`src/rtl/pma_attr_stage.sv`:
```
// Two-stage physical-memory-attribute lookup: S1 compares the address against every
// rule window, S2 reduces the hit vectors into per-request attributes.
package pma_attr_pkg;
    localparam int unsigned NrMaxRules = 4;

    typedef struct packed {
        logic [31:0]                 NrNonIdempotentRules;
        logic [NrMaxRules-1:0][63:0] NonIdempotentAddrBase;
        logic [NrMaxRules-1:0][63:0] NonIdempotentLength;
        logic [31:0]                 NrExecuteRegionRules;
        logic [NrMaxRules-1:0][63:0] ExecuteRegionAddrBase;
        logic [NrMaxRules-1:0][63:0] ExecuteRegionLength;
        logic [31:0]                 NrCachedRegionRules;
        logic [NrMaxRules-1:0][63:0] CachedRegionAddrBase;
        logic [NrMaxRules-1:0][63:0] CachedRegionLength;
        logic                        DcacheSpmEn;
        logic [55:0]                 DcacheSpmBase;
        logic [55:0]                 DcacheSpmLength;
    } cva6_cfg_t;

    localparam cva6_cfg_t cva6_cfg_empty = '0;
endpackage

module pma_attr_stage
    import pma_attr_pkg::*;
#(
    parameter cva6_cfg_t   CVA6Cfg = cva6_cfg_empty,
    parameter int unsigned IdWidth = 4
) (
    input  logic               clk_i,
    input  logic               rst_ni,
    input  logic               flush_i,
    input  logic               req_valid_i,
    output logic               req_ready_o,
    input  logic [63:0]        req_addr_i,
    input  logic               req_fetch_i,
    input  logic [IdWidth-1:0] req_id_i,
    output logic               rsp_valid_o,
    input  logic               rsp_ready_i,
    output logic [IdWidth-1:0] rsp_id_o,
    output logic               rsp_cacheable_o,
    output logic               rsp_nonidem_o,
    output logic               rsp_exec_o,
    output logic               rsp_dspm_o,
    output logic               rsp_exec_fault_o,
    input  logic               clr_cnt_i,
    output logic [15:0]        fault_cnt_o
);

    // 65-bit end address so a window reaching 2^64 still covers the top address.
    function automatic logic f_in_range(input logic [63:0] i_addr,
                                        input logic [63:0] i_base,
                                        input logic [63:0] i_len);
        logic [64:0] w_end;
        w_end = {1'b0, i_base} + {1'b0, i_len};
        return ({1'b0, i_addr} >= {1'b0, i_base}) && ({1'b0, i_addr} < w_end);
    endfunction

    logic [NrMaxRules-1:0] w_nonidem_hit;
    logic [NrMaxRules-1:0] w_exec_hit;
    logic [NrMaxRules-1:0] w_cached_hit;
    logic                  w_dspm_hit;

    for (genvar gi = 0; gi < NrMaxRules; gi++) begin : g_rule
        assign w_nonidem_hit[gi] = (32'(gi) < CVA6Cfg.NrNonIdempotentRules) &&
            f_in_range(req_addr_i, CVA6Cfg.NonIdempotentAddrBase[gi], CVA6Cfg.NonIdempotentLength[gi]);
        assign w_exec_hit[gi] = (32'(gi) < CVA6Cfg.NrExecuteRegionRules) &&
            f_in_range(req_addr_i, CVA6Cfg.ExecuteRegionAddrBase[gi], CVA6Cfg.ExecuteRegionLength[gi]);
        assign w_cached_hit[gi] = (32'(gi) < CVA6Cfg.NrCachedRegionRules) &&
            f_in_range(req_addr_i, CVA6Cfg.CachedRegionAddrBase[gi], CVA6Cfg.CachedRegionLength[gi]);
    end

    assign w_dspm_hit = CVA6Cfg.DcacheSpmEn &&
        f_in_range(req_addr_i, 64'(CVA6Cfg.DcacheSpmBase), 64'(CVA6Cfg.DcacheSpmLength));

    logic                  r_s1_valid;
    logic                  r_s1_fetch;
    logic [IdWidth-1:0]    r_s1_id;
    logic [NrMaxRules-1:0] r_s1_nonidem;
    logic [NrMaxRules-1:0] r_s1_exec;
    logic [NrMaxRules-1:0] r_s1_cached;
    logic                  r_s1_dspm;

    logic                  r_s2_valid;
    logic [IdWidth-1:0]    r_s2_id;
    logic                  r_s2_cacheable;
    logic                  r_s2_nonidem;
    logic                  r_s2_exec;
    logic                  r_s2_dspm;
    logic                  r_s2_fault;
    logic [15:0]           r_fault_cnt;

    logic w_s2_adv;
    logic w_s1_adv;
    logic w_exec_red;
    logic w_cache_red;
    logic w_fault;
    logic w_rsp_fire;

    assign w_s2_adv    = !r_s2_valid || rsp_ready_i;
    assign w_s1_adv    = !r_s1_valid || w_s2_adv;
    assign req_ready_o = w_s1_adv && !flush_i;

    // With no execute rules every address is executable.
    assign w_exec_red  = (CVA6Cfg.NrExecuteRegionRules == 32'd0) ? 1'b1 : |r_s1_exec;
    assign w_cache_red = (|r_s1_cached) && !r_s1_dspm;
    assign w_fault     = r_s1_fetch && !w_exec_red;

    always_ff @(posedge clk_i or negedge rst_ni) begin
        if (!rst_ni) begin
            r_s1_valid   <= 1'b0;
            r_s1_fetch   <= 1'b0;
            r_s1_id      <= '0;
            r_s1_nonidem <= '0;
            r_s1_exec    <= '0;
            r_s1_cached  <= '0;
            r_s1_dspm    <= 1'b0;
        end else begin
            if (flush_i) begin
                r_s1_valid <= 1'b0;
            end else if (w_s1_adv) begin
                r_s1_valid <= req_valid_i;
            end
            if (w_s1_adv) begin
                r_s1_fetch   <= req_fetch_i;
                r_s1_id      <= req_id_i;
                r_s1_nonidem <= w_nonidem_hit;
                r_s1_exec    <= w_exec_hit;
                r_s1_cached  <= w_cached_hit;
                r_s1_dspm    <= w_dspm_hit;
            end
        end
    end

    always_ff @(posedge clk_i or negedge rst_ni) begin
        if (!rst_ni) begin
            r_s2_valid     <= 1'b0;
            r_s2_id        <= '0;
            r_s2_cacheable <= 1'b0;
            r_s2_nonidem   <= 1'b0;
            r_s2_exec      <= 1'b0;
            r_s2_dspm      <= 1'b0;
            r_s2_fault     <= 1'b0;
        end else begin
            if (flush_i) begin
                r_s2_valid <= 1'b0;
            end else if (w_s2_adv) begin
                r_s2_valid <= r_s1_valid;
            end
            if (w_s2_adv) begin
                r_s2_id        <= r_s1_id;
                r_s2_cacheable <= w_cache_red;
                r_s2_nonidem   <= |r_s1_nonidem;
                r_s2_exec      <= w_exec_red;
                r_s2_dspm      <= r_s1_dspm;
                r_s2_fault     <= w_fault;
            end
        end
    end

    // A response leaving in a flush cycle still completes, so it is still counted.
    assign w_rsp_fire = r_s2_valid && rsp_ready_i && r_s2_fault;

    always_ff @(posedge clk_i or negedge rst_ni) begin
        if (!rst_ni) begin
            r_fault_cnt <= '0;
        end else if (clr_cnt_i) begin
            r_fault_cnt <= '0;
        end else if (w_rsp_fire && (r_fault_cnt != 16'hFFFF)) begin
            r_fault_cnt <= r_fault_cnt + 16'd1;
        end
    end

    assign rsp_valid_o      = r_s2_valid;
    assign rsp_id_o         = r_s2_id;
    assign rsp_cacheable_o  = r_s2_cacheable;
    assign rsp_nonidem_o    = r_s2_nonidem;
    assign rsp_exec_o       = r_s2_exec;
    assign rsp_dspm_o       = r_s2_dspm;
    assign rsp_exec_fault_o = r_s2_fault;
    assign fault_cnt_o      = r_fault_cnt;

endmodule

```
`config.mk`:
```
export PLATFORM = sky130hd
export DESIGN_NAME = pma_attr_stage
export DESIGN_NICKNAME = d
export VERILOG_FILES = /design/src/rtl/pma_attr_stage.sv
export SDC_FILE = /design/constraint.sdc
export NUM_CORES = 1
export LEC_CHECK = 0
export ABC_AREA = 0
export BUFFER_PORTS_ARGS = -buffer_cell sky130_fd_sc_hd__buf_4
export CAP_MARGIN = 30
export CORE_AREA = 2 2 49 51
export DETAILED_ROUTE_END_ITERATION = 10
export DIE_AREA = 0 0 51 53
export HOLD_SLACK_MARGIN = 0.1
export PLACE_DENSITY = 0.9
export SLEW_MARGIN = 20
export SYNTH_ARGS = -nofsm -noshare
export SYNTH_HDL_FRONTEND = slang
export SYNTH_SLANG_ARGS = --single-unit
```
`constraint.sdc`:
```
create_clock -name clk_i -period 2.8 [get_ports clk_i]
set_input_delay 0.56 -clock clk_i [delete_from_list [all_inputs] [get_ports clk_i]]
set_output_delay 0.56 -clock clk_i [all_outputs]
set_load 0.02 [all_outputs]
```
# After elaboration in Yosys (flattened, before gate mapping)
# Index checks and enable logic that the tools add are counted.
[totals]
ff_bits = 27
latchBits = 0
mem_bits_rw = 0
mem_bits_ro = 0
mem_count = 0
[op_classes]
n_addsub = 0
multipliers = 0
n_div = 0
order_cmp = 0
n_eq_ne = 0
shifts = 0
muxes = 5
n_bitwise = 0
reduce_logical = 8
[ops]
columns = ["operator", "n"]
rows = [
  ["16-bit two-way mux", 1],
  ["1-bit two-way mux", 4],
  ["2-bit nonzero test", 2],
  ["1-bit zero test", 3],
  ["1-bit logical OR", 2],
  ["1-bit logical AND", 1],
]

# Logic depth before layout (Yosys ltp)
[logic_depth]
word_depth = 5
mapped_depth = 2
ltp_nobuf = 2

# Worst setup path after synthesis
# Ideal clock, no wire load.
[synth_timing]
path_kind = "in2out"
from = "input port rsp_ready_i"
to = "output port req_ready_o"
arrival_time_ns = 1.046
required_time_ns = 2.240
setup_slack_ns = 1.194
cell_stages = 2
n_path_buf = 0
cell_sequence = "nand3b_4 nor2b_1"
[synth_via]
elab_chain_cells = 3
[synth_rtl]
columns = ["element", "line", "source"]
rows = [
  ["start, declared", "39", "input logic rsp_ready_i,"],
  ["1-bit logical OR", "100", "assign w_s2_adv = !r_s2_valid || rsp_ready_i;"],
  ["1-bit logical OR", "101", "assign w_s1_adv = !r_s1_valid || w_s2_adv;"],
  ["1-bit logical AND", "102", "assign req_ready_o = w_s1_adv && !flush_i;"],
  ["end, declared", "34", "output logic req_ready_o,"],
]
# No other way between the ends.

# Worst setup path in the final report
# Ends and elaborated chain as after synthesis.

==> results.toml <==
[power]
switching_share_pct = 28.4
seq_power_share_pct = 50.4
peakVddDrop_mv = 0.200
power.density_nw_per_um2 = 505
p_int_uw = 247
p_leak_nw = 0.359
power.switching_uw = 98.2
total_power_uw = 345
clkPwrFrac_pct = 30.3
p_comb_share_pct = 19.3

[cells_and_area]
final_cell_area_sq_um = 683
synthToLayoutAreaGrowth_pct = 18.2
multiInputGateArea_sq_um = 216
drive_gt1_share_pct = 37.3
seq_area_sq_um = 275
layout.cells.most_common = "conb_1"
final_cell_mix = "conb_1, buf_4, dfrtp_1"
diodes = 0
finalNetCount = 143
n_fill_cell = 224

[global_route]
grtUsageTotal_pct = 7.15
grt_pass1_vias = 271
grt_pass1_wl_microns = 1280
grt_max_degree = 12
grt_overflow_total = 0
grt_antenna_before_repair = 0

[timing]
min_period_ns = 1.72
fmax_mhz = 581
fin_setup_tns_ns = 0
final_hold_viol_count = 0
setup_viol = 0
layout_setup_ws_ns = 1.08
skew_ns = 0.000476
drv_slew = 0
period_share_pct = 61.5
rsz0062_at_grt = "false"

[cts]
clock_latency_ns = 0.27
clk_path_buf_depth = 2
cts_inserted_buffers = 3
clock-sinks = 11
path_clk_slew_ns = 0.06
htreeDepth = 1
cts_setup_buffers = 0
clockRootBuffer = "clkbuf_4"
cts_tree = "done"

[worst_setup_path]
r2r-start = "rsp_valid_o"
cp_common_cell = "buf_4"
setup.worst_path.class = "in -> out"
r2r-end = "rsp_id_o[3]"
cp-start-kind = "input pin"
critPathTopFamily = "simple AND/OR/NAND/NOR gates"
crit_required_ns = 2.24
crit_cells = 4
crit_end = "req_ready_o"
crit_arrival_ns = 1.16
worst-path-buf-inv = 2
worstPathMaxFanout = 6
crit_path_cell_trace = "buf_4 > nand3b_4 > nor2b_1 > buf_4"
slowest_stage = "nand3b_4"
r2r_cells = 2
slowest_delay_ns = 0.19
end_kind = "output port"
reg2reg_slack_ns = 1.74
crit_start = "rsp_ready_i"

[drt]
vias = 349
drtAntennaViolNets = 0
dr_wl_met3_microns = 88
route.detailed.drc = 0
m1WireLength_microns = 290
avgRoutedWirePerCell_microns = 8.91
drt_first_pass_iters = 2
top_layer = "met4"
wl_met2_microns = 448
via_per_inst = 3.67
drt-initial-drc-count = 1
routed_wl_microns = 846

[synthesis]
synth.largest_area_cell = "dfrtp_1"
synth_area_leaders = "dfrtp_1, buf_4, mux2_1"
synth.distinct_cells = 11
synthCells = 48
yosysSeqAreaShare_pct = 47.6
ys_ff_latch = 11
synth_top_area_share_pct = 47.6
yosysWarningCount = 0
synth.avg_cell_area_sq_um = 12.0
synth_area_sq_um = 578

[run]
max_cap_violations = 0

[die]
dieWidth_microns = 51
core_sq_um = 2150
dieHeight_microns = 53
start_util_pct = 26.9
die_area_sq_um = 2700
rows = 17
io_pins = 102

[placement]
gp_congestion = 0.601
portBuffers = 15
dp_hpwl_microns = 718
pre_cts_ws_ns = 1.07
dpl_cell_area_sq_um = 647

[hold_path]
hold_path_class = "in -> reg"

[outcome]
status = "finished, final reports clean"
==> through the flow <==
step	utilization [%]	std cells	hold slack (ns)
floorplan	-	67	0.264
global placement	30.1	90	0.395
detailed placement	30.1	90	0.401
CTS	31.3	94	0.101
global route	31.8	95	0.440
finish	31.8	95	0.454
==> registers in the layout (all words and copies together), names as in the netlist <==
name	count
rsp_id_o	4
rsp_exec_o	1
rsp_valid_o	1
r_s1_id	4
r_s1_valid	1
==> how the worst min path moves through the flow <==
| stage | from | endpoint | slack, ns | cells after the start |
|---|---|---|---|---|
| after floorplan | rst_ni | r_s1_id[0] | 0.26 | 0 |
| after global placement | rst_ni | rsp_exec_o | 0.40 | 1 |
| after detailed placement | rst_ni | rsp_exec_o | 0.40 | 1 |
| after CTS | rst_ni | rsp_id_o[2] | 0.10 | 1 |
| after global routing | flush_i | r_s1_valid | 0.44 | 2 |
| final | flush_i | r_s1_valid | 0.45 | 2 |
==> power by group through the flow <==
| stage | Sequential, mW | Combinational [mW] | Clock [mW] |
|---|---|---|---|
| 3_3_place_gp | 0.177 | 0.0644 | 0 |
| 6_report | 0.174 | 0.0665 | 0.105 |
| 4_1_cts | 0.174 | 0.0656 | 0.112 |
| 3_5_place_dp | 0.177 | 0.0656 | 0 |
| 2_1_floorplan | 0.183 | 0.0567 | 0 |
| 5_1_grt | 0.176 | 0.0727 | 0.120 |
==> synth_stat cells <==
cell type / instances
dfrtp_1: 11
mux2_2: 4
nor2b_1: 1
mux2_1: 4
inv_1: 2
a21oi_1: 2
or2_2: 1
conb_1: 1
nand2b_2: 1
buf_4: 20
nand3b_4: 1
==> cells by family (layout without fill, tap and decap cells) <==
family | after synthesis | count (layout) | synth area share [%]
flops | 11 | 11 | 47.6
mux | 8 | 8 | 15.6
buf+inv | 22 | 22 | 27.3
other cells | 1 | 20 | 0.649
simple gates | 4 | 4 | 7.14
compound gates | 2 | 2 | 1.73
==> repair_timing <==
item	in CTS	in global routing
hold endpoints to repair	0	11
gates resized for setup	0	0
hold buffers	0	1
setup endpoints to repair	0	0
==> area by class of cell <==
cell class / instances / area share, %
multi-input combinational: 34 / 31.7
tap: 28 / 5.13
timing repair buffer: 16 / 17.9
inverter: 2 / 1.10
sequential: 11 / 40.3
clock buffer: 4 / 3.85
==> layer usage <==
| layer | track usage (%) | vias up |
|---|---|---|
| met5 | 0 | - |
| met4 | 4.05 | 0 |
| met3 | 5.08 | 3 |
| met2 | 11.5 | 24 |
| met1 | 6.67 | 171 |
| li1 | - | 151 |
Power figures use the tool's default switching activity.
